`src/rtl/interrupt_claim_controller.sv`:
```
// interrupt_claim_controller
// Front-end of a platform interrupt controller. Raw IRQ lines pass a gateway
// into pending_q, eligible sources go through a priority search (highest
// priority wins, lowest index breaks ties) whose result is registered, and a
// small IDLE -> EVAL -> RESP FSM serves the hart's claim/complete handshake.
//
// Handshake: i_claim is a request strobe that is only sampled while the FSM is
// IDLE; requests in EVAL/RESP are dropped, not queued. The result is returned
// two cycles later as a one-cycle o_claim_ack pulse, with o_claim_hit/o_claim_id
// valid in that same cycle. There is no ready signal; the hart must wait for the
// ack. i_complete is a fire-and-forget strobe qualified by i_complete_id.
//
// Optional build macro: INTC_EDGE_TRIGGER_EN selects rising-edge gateways
// (one src_q register per source); undefined gives level-sensitive gateways.
// The FSM state is held in state_q (enum state_t) for hierarchical probing.
module interrupt_claim_controller #(
  parameter int W = 2,
  parameter int N = 4,
  localparam int M = $clog2(N)
) (
  input  logic         i_clk,
  input  logic         i_rst_n,
  input  logic [N-1:0] i_sources,
  input  logic         i_cfg_we,
  input  logic [M-1:0] i_cfg_idx,
  input  logic [W-1:0] i_cfg_prio,
  input  logic         i_thr_we,
  input  logic [W-1:0] i_thr,
  input  logic         i_claim,
  output logic         o_claim_ack,
  output logic [M-1:0] o_claim_id,
  output logic         o_claim_hit,
  input  logic         i_complete,
  input  logic [M-1:0] i_complete_id,
  output logic         o_irq
);

  typedef enum logic [1:0] {
    IDLE = 2'd0,
    EVAL = 2'd1,
    RESP = 2'd2
  } state_t;

  state_t         state_q;
  logic [W-1:0]   prio_q [N];
  logic [W-1:0]   thr_q;
  logic [N-1:0]   pending_q;
  logic [N-1:0]   in_service_q;
  logic           best_vld_q;
  logic [M-1:0]   best_idx_q;
  logic [W-1:0]   best_prio_q;

  logic [N-1:0]   src_evt;
  logic [N-1:0]   eligible;
  logic [N-1:0]   claim_mask;
  logic [N-1:0]   complete_mask;
  logic [N-1:0]   pending_d;
  logic [N-1:0]   in_service_d;
  logic [W-1:0]   thr_d;
  logic           tree_vld;
  logic [M-1:0]   tree_idx;
  logic [W-1:0]   tree_prio;

`ifdef INTC_EDGE_TRIGGER_EN
  logic [N-1:0]   src_q;

  // Delay the raw lines by one cycle so the gateway sees only rising edges
  always_ff @(posedge i_clk or negedge i_rst_n) begin
    if (!i_rst_n) src_q <= '0;
    else          src_q <= i_sources;
  end

  assign src_evt = i_sources & ~src_q;
`else
  assign src_evt = i_sources;
`endif

  // Eligibility mask feeding the search: pending, not in service, prio != 0
  always_comb begin
    eligible = '0;
    for (int i = 0; i < N; i++) begin
      eligible[i] = pending_q[i] && !in_service_q[i] && (prio_q[i] != '0);
    end
  end

  // Priority search: strictly greater replaces, so equal priorities keep the lower index
  always_comb begin
    tree_vld  = 1'b0;
    tree_idx  = '0;
    tree_prio = '0;
    for (int i = 0; i < N; i++) begin
      if (eligible[i] && (!tree_vld || (prio_q[i] > tree_prio))) begin
        tree_vld  = 1'b1;
        tree_idx  = M'(i);
        tree_prio = prio_q[i];
      end
    end
  end

  // Gateway and in-service next state; a committing claim overrides both a new
  // source event and a same-cycle completion of the same id
  always_comb begin
    claim_mask    = '0;
    complete_mask = '0;
    if ((state_q == RESP) && o_claim_hit) claim_mask[o_claim_id] = 1'b1;
    if (i_complete) complete_mask[i_complete_id] = 1'b1;
    pending_d    = (pending_q | (src_evt & ~in_service_q)) & ~claim_mask;
    in_service_d = (in_service_q & ~complete_mask) | claim_mask;
    thr_d        = i_thr_we ? i_thr : thr_q;
  end

  // Configuration, gateway state, registered search result and o_irq
  always_ff @(posedge i_clk or negedge i_rst_n) begin
    if (!i_rst_n) begin
      for (int i = 0; i < N; i++) prio_q[i] <= '0;
      thr_q        <= '0;
      pending_q    <= '0;
      in_service_q <= '0;
      best_vld_q   <= 1'b0;
      best_idx_q   <= '0;
      best_prio_q  <= '0;
      o_irq        <= 1'b0;
    end else begin
      if (i_cfg_we) prio_q[i_cfg_idx] <= i_cfg_prio;
      thr_q        <= thr_d;
      pending_q    <= pending_d;
      in_service_q <= in_service_d;
      best_vld_q   <= tree_vld;
      best_idx_q   <= tree_idx;
      best_prio_q  <= tree_prio;
      // Threshold writes show up on o_irq one cycle after the strobe
      o_irq        <= best_vld_q && (best_prio_q > thr_d);
    end
  end

  // Claim FSM; the claim result is registered on the EVAL -> RESP transition
  always_ff @(posedge i_clk or negedge i_rst_n) begin
    if (!i_rst_n) begin
      state_q     <= IDLE;
      o_claim_ack <= 1'b0;
      o_claim_hit <= 1'b0;
      o_claim_id  <= '0;
    end else begin
      case (state_q)
        IDLE: begin
          o_claim_ack <= 1'b0;
          o_claim_hit <= 1'b0;
          o_claim_id  <= '0;
          if (i_claim) state_q <= EVAL;
        end
        EVAL: begin
          state_q     <= RESP;
          o_claim_ack <= 1'b1;
          if (best_vld_q && (best_prio_q > thr_q)) begin
            o_claim_hit <= 1'b1;
            o_claim_id  <= best_idx_q;
          end else begin
            o_claim_hit <= 1'b0;
            o_claim_id  <= '0;
          end
        end
        RESP: begin
          state_q     <= IDLE;
          o_claim_ack <= 1'b0;
          o_claim_hit <= 1'b0;
          o_claim_id  <= '0;
        end
        default: begin
          state_q     <= IDLE;
          o_claim_ack <= 1'b0;
          o_claim_hit <= 1'b0;
          o_claim_id  <= '0;
        end
      endcase
    end
  end

endmodule

```
`config.mk`:
```
export PLATFORM = sky130hd
export DESIGN_NAME = interrupt_claim_controller
export DESIGN_NICKNAME = d
export VERILOG_FILES = /design/src/rtl/interrupt_claim_controller.sv
export SDC_FILE = /design/constraint.sdc
export NUM_CORES = 1
export LEC_CHECK = 0
export CAP_MARGIN = 20
export CORE_MARGIN = 4
export CORE_UTILIZATION = 53
export CTS_BUF_LIST = sky130_fd_sc_hd__clkbuf_8 sky130_fd_sc_hd__clkbuf_16
export CTS_CLUSTER_SIZE = 14
export DETAILED_ROUTE_END_ITERATION = 6
export PLACE_DENSITY = 0.79
export SLEW_MARGIN = 0
export SYNTH_ARGS = -nofsm -noshare
export SYNTH_HDL_FRONTEND = slang
export SYNTH_SLANG_ARGS = --single-unit
```
`constraint.sdc`:
```
create_clock -name i_clk -period 4 [get_ports i_clk]
set_input_delay 0.4 -clock i_clk [delete_from_list [all_inputs] [get_ports i_clk]]
set_output_delay 0.4 -clock i_clk [all_outputs]
set_load 0.03 [all_outputs]
```
==> reports/metrics.cfg <==
[routing]
wire_per_inst_um=14.8
vias=1135
wirelength_mm=3.00
ant_nets=0
vias_per_cell=5.59
first_pass_iters=4
drtIter0Drc=42
drc=0

[timing]
clock_skew_ns=0.00891
final-hold-violation-count=0
drv_slew=0
tightest_slew_ns=0.384
period_needed_ns=3.86
slew_headroom=0.740
fin_ws_ns=0.139
fin_crit_sh=0.965
setup_viol=0
max_freq_mhz=259
tns_ns=0

[grt]
grt_pass1_wl_mm=4.97
grt_pass1_vias=1122
grtUsageTotal=0.159
gr-total-overflow=0
grt_max_degree=26
antenna_found_initial=0

[finish]
finalNonFillerCells=203
final_common_cell=dfrtp_1
final_nets=199
drive_above_1_share=0.198
syn_to_final_growth_pct=27.5
diodes=0
final_cell_mix=dfrtp_1, clkdlybuf4s50_1, inv_1

[floorplanning]
core.rowCount=19
ios=23
core_region_area_um2=2810
dieArea_um2=3910
start_util=0.562
die_w_um=62.5
dieHeight_um=62.5

[synth]
yosysSeqAreaShare=0.477
synth.area.top_cells=dfrtp_1, ha_1, mux2_2
synth_top_area_share=0.477
yosys_warnings=0
synth.area.mux_share=0.0810
syn_avg_cell_area_um2=11.2
yosys.area.top_type=dfrtp_1
ys_types=38
synthXorXnorAreaFrac=0
synth_adder_area_share=0.0794
synth_compound_area_frac=0.180
syn_inst=141
netlist_area_um2=1580
synth_seq_cells=30
synth_top_family_by_area=compound AO/OA/AOI/OAI gates
synth_nets=169
synth-simple-area-share=0.145

[place]
io_buffers=22
dp_cells=194
place_ws_ns=0.161
place.gp.congestion=0.831
hpwl_mm=2.22

[critical_path]
start_kind=flip-flop
end_kind=flip-flop
critPathKind=flip-flop to flip-flop
crit_fanout=5
cp.arrival_ns=4.02
critPathRequiredTime_ns=4.16

[power_and_ir_drop]
max-vdd-ir-drop_mv=0.412
p_per_area_nw_per_um2=643
fin_total_pwr_w=0.00129
leakage_nw=0.905

[clock_network]
cts_max_path_buffers=2
numCtsBuffers=5
clk_latency_ns=0.28
h-tree-depth=2
ctsHoldBuffers=0
numClockSinks=30
clk_pin_slew_ns=0.07
cts_root_buf=clkbuf_8
cts_tree=built

[outcome]
outcome=complete, no violations

[hold_path]
hold_path_class=input port to async pin

[job]
drv_cap=0

==> area by class of cell <==
cell class / count / area (µm²)
Clock inverter: 3 / 40.0
Fill cell: 206 / 797
Multi-Input combinational cell: 95 / 798
Sequential cell: 30 / 751
Inverter: 15 / 56.3
Tap cell: 31 / 38.8
Timing Repair Buffer: 24 / 255
Clock buffer: 5 / 68.8
==> worst max-delay path: stages (launching register included) <==
cell       delay [ns]
dfrtp_1          0.41
nor2b_2          0.13
nand2_1          0.13
ha_4             0.31
and2b_1          0.17
a2bb2oi_4        0.20
o211ai_1         0.16
and2_1           0.18
ha_1             0.29
nor2b_1          0.17
o21ai_2          0.09
a21o_4           0.24
a31oi_2          0.15
inv_1            0.06
ha_1             0.29
a21oi_1          0.13
a21oi_1          0.08
o21bai_4         0.19
mux2_2           0.35
==> power breakdown <==
group	total, W	leakage, nW	internal (W)	switching [W]
Sequential	0.000411	0.357	0.000366	0.0000449
Clock	0.000293	0.0579	0.000183	0.000110
Combinational	0.000587	0.491	0.000296	0.000291
==> flip-flops by register name, indices dropped and copies added (netlist names) <==
name / flops
o_claim_ack: 1
pending_q: 4
best_vld_q: 1
o_claim_hit: 1
o_irq: 1
thr_q: 2
prio_q: 8
in_service_q: 4
state_q: 2
best_prio_q: 2
best_idx_q: 2
o_claim_id: 2
==> timing repair <==
action	CTS	global route
setup endpoints to repair	0	2
gates resized for setup	0	4
setup buffers	0	0
endpoints found under the hold margin	0	0
==> metal layers <==
layer  up-vias  track usage  share of wire
li1        556            -              -
met1       550        0.195           0.41
met2        25        0.266           0.53
met3         4       0.0378          0.047
met4         0       0.0661          0.013
met5         -            0              0
==> cell usage after synthesis, drive strengths merged <==
master / count
nand3: 2
o21a: 1
a211oi: 2
and2: 3
o21bai: 1
a21o: 3
nand2b: 3
nor2b: 7
o32ai: 1
nand3b: 4
o21ai: 4
o311ai: 1
ha: 10
a22o: 1
mux2: 11
o211ai: 4
o31ai: 1
nor3b: 2
o32a: 1
and2b: 1
inv: 15
a21oi: 7
nor3: 1
a31oi: 3
nand2: 13
clkbuf: 1
dfrtp: 30
nor2: 5
o2111ai: 1
a32o: 1
a2bb2oi: 1
==> kinds of logic (layout without fill, tap and decap cells) <==
kind of cell,Yosys count,count (layout)
buf+inv,16,47
flops,30,30
mux,11,11
simple gates,41,41
fa+ha+maj,10,10
compound gates,33,33
==> metrics by stage <==
| stage | area [µm²] | utilization | hold WS (ns) |
|---|---|---|---|
| after global routing | 2010 | 0.716 | 0.353 |
| final | 2010 | 0.716 | 0.359 |
| after CTS | 1950 | 0.694 | 0.451 |
| after global placement | 1840 | 0.655 | 0.430 |
| after detailed placement | 1840 | 0.655 | 0.435 |
| after floorplan | 1580 | - | 0.104 |
==> worst paths after layout <==
path / slack [ns] / cells past startpoint / to / startpoint
setup / recovery: 0.14 / 18 / best_prio_q[1] / in_service_q[0]
hold / removal: 0.36 / 1 / state_q[0] / i_rst_n
setup reg to reg: 0.14 / 18 / best_prio_q[1] / in_service_q[0]
hold reg to reg: 0.45 / 1 / o_claim_id[1] / best_idx_q[1]
max in group asynchronous: 3.09 / 3 / pending_q[1] / i_rst_n
min in group i_clk: 0.45 / 1 / o_claim_id[1] / best_idx_q[1]
Power figures use the tool's default switching activity.
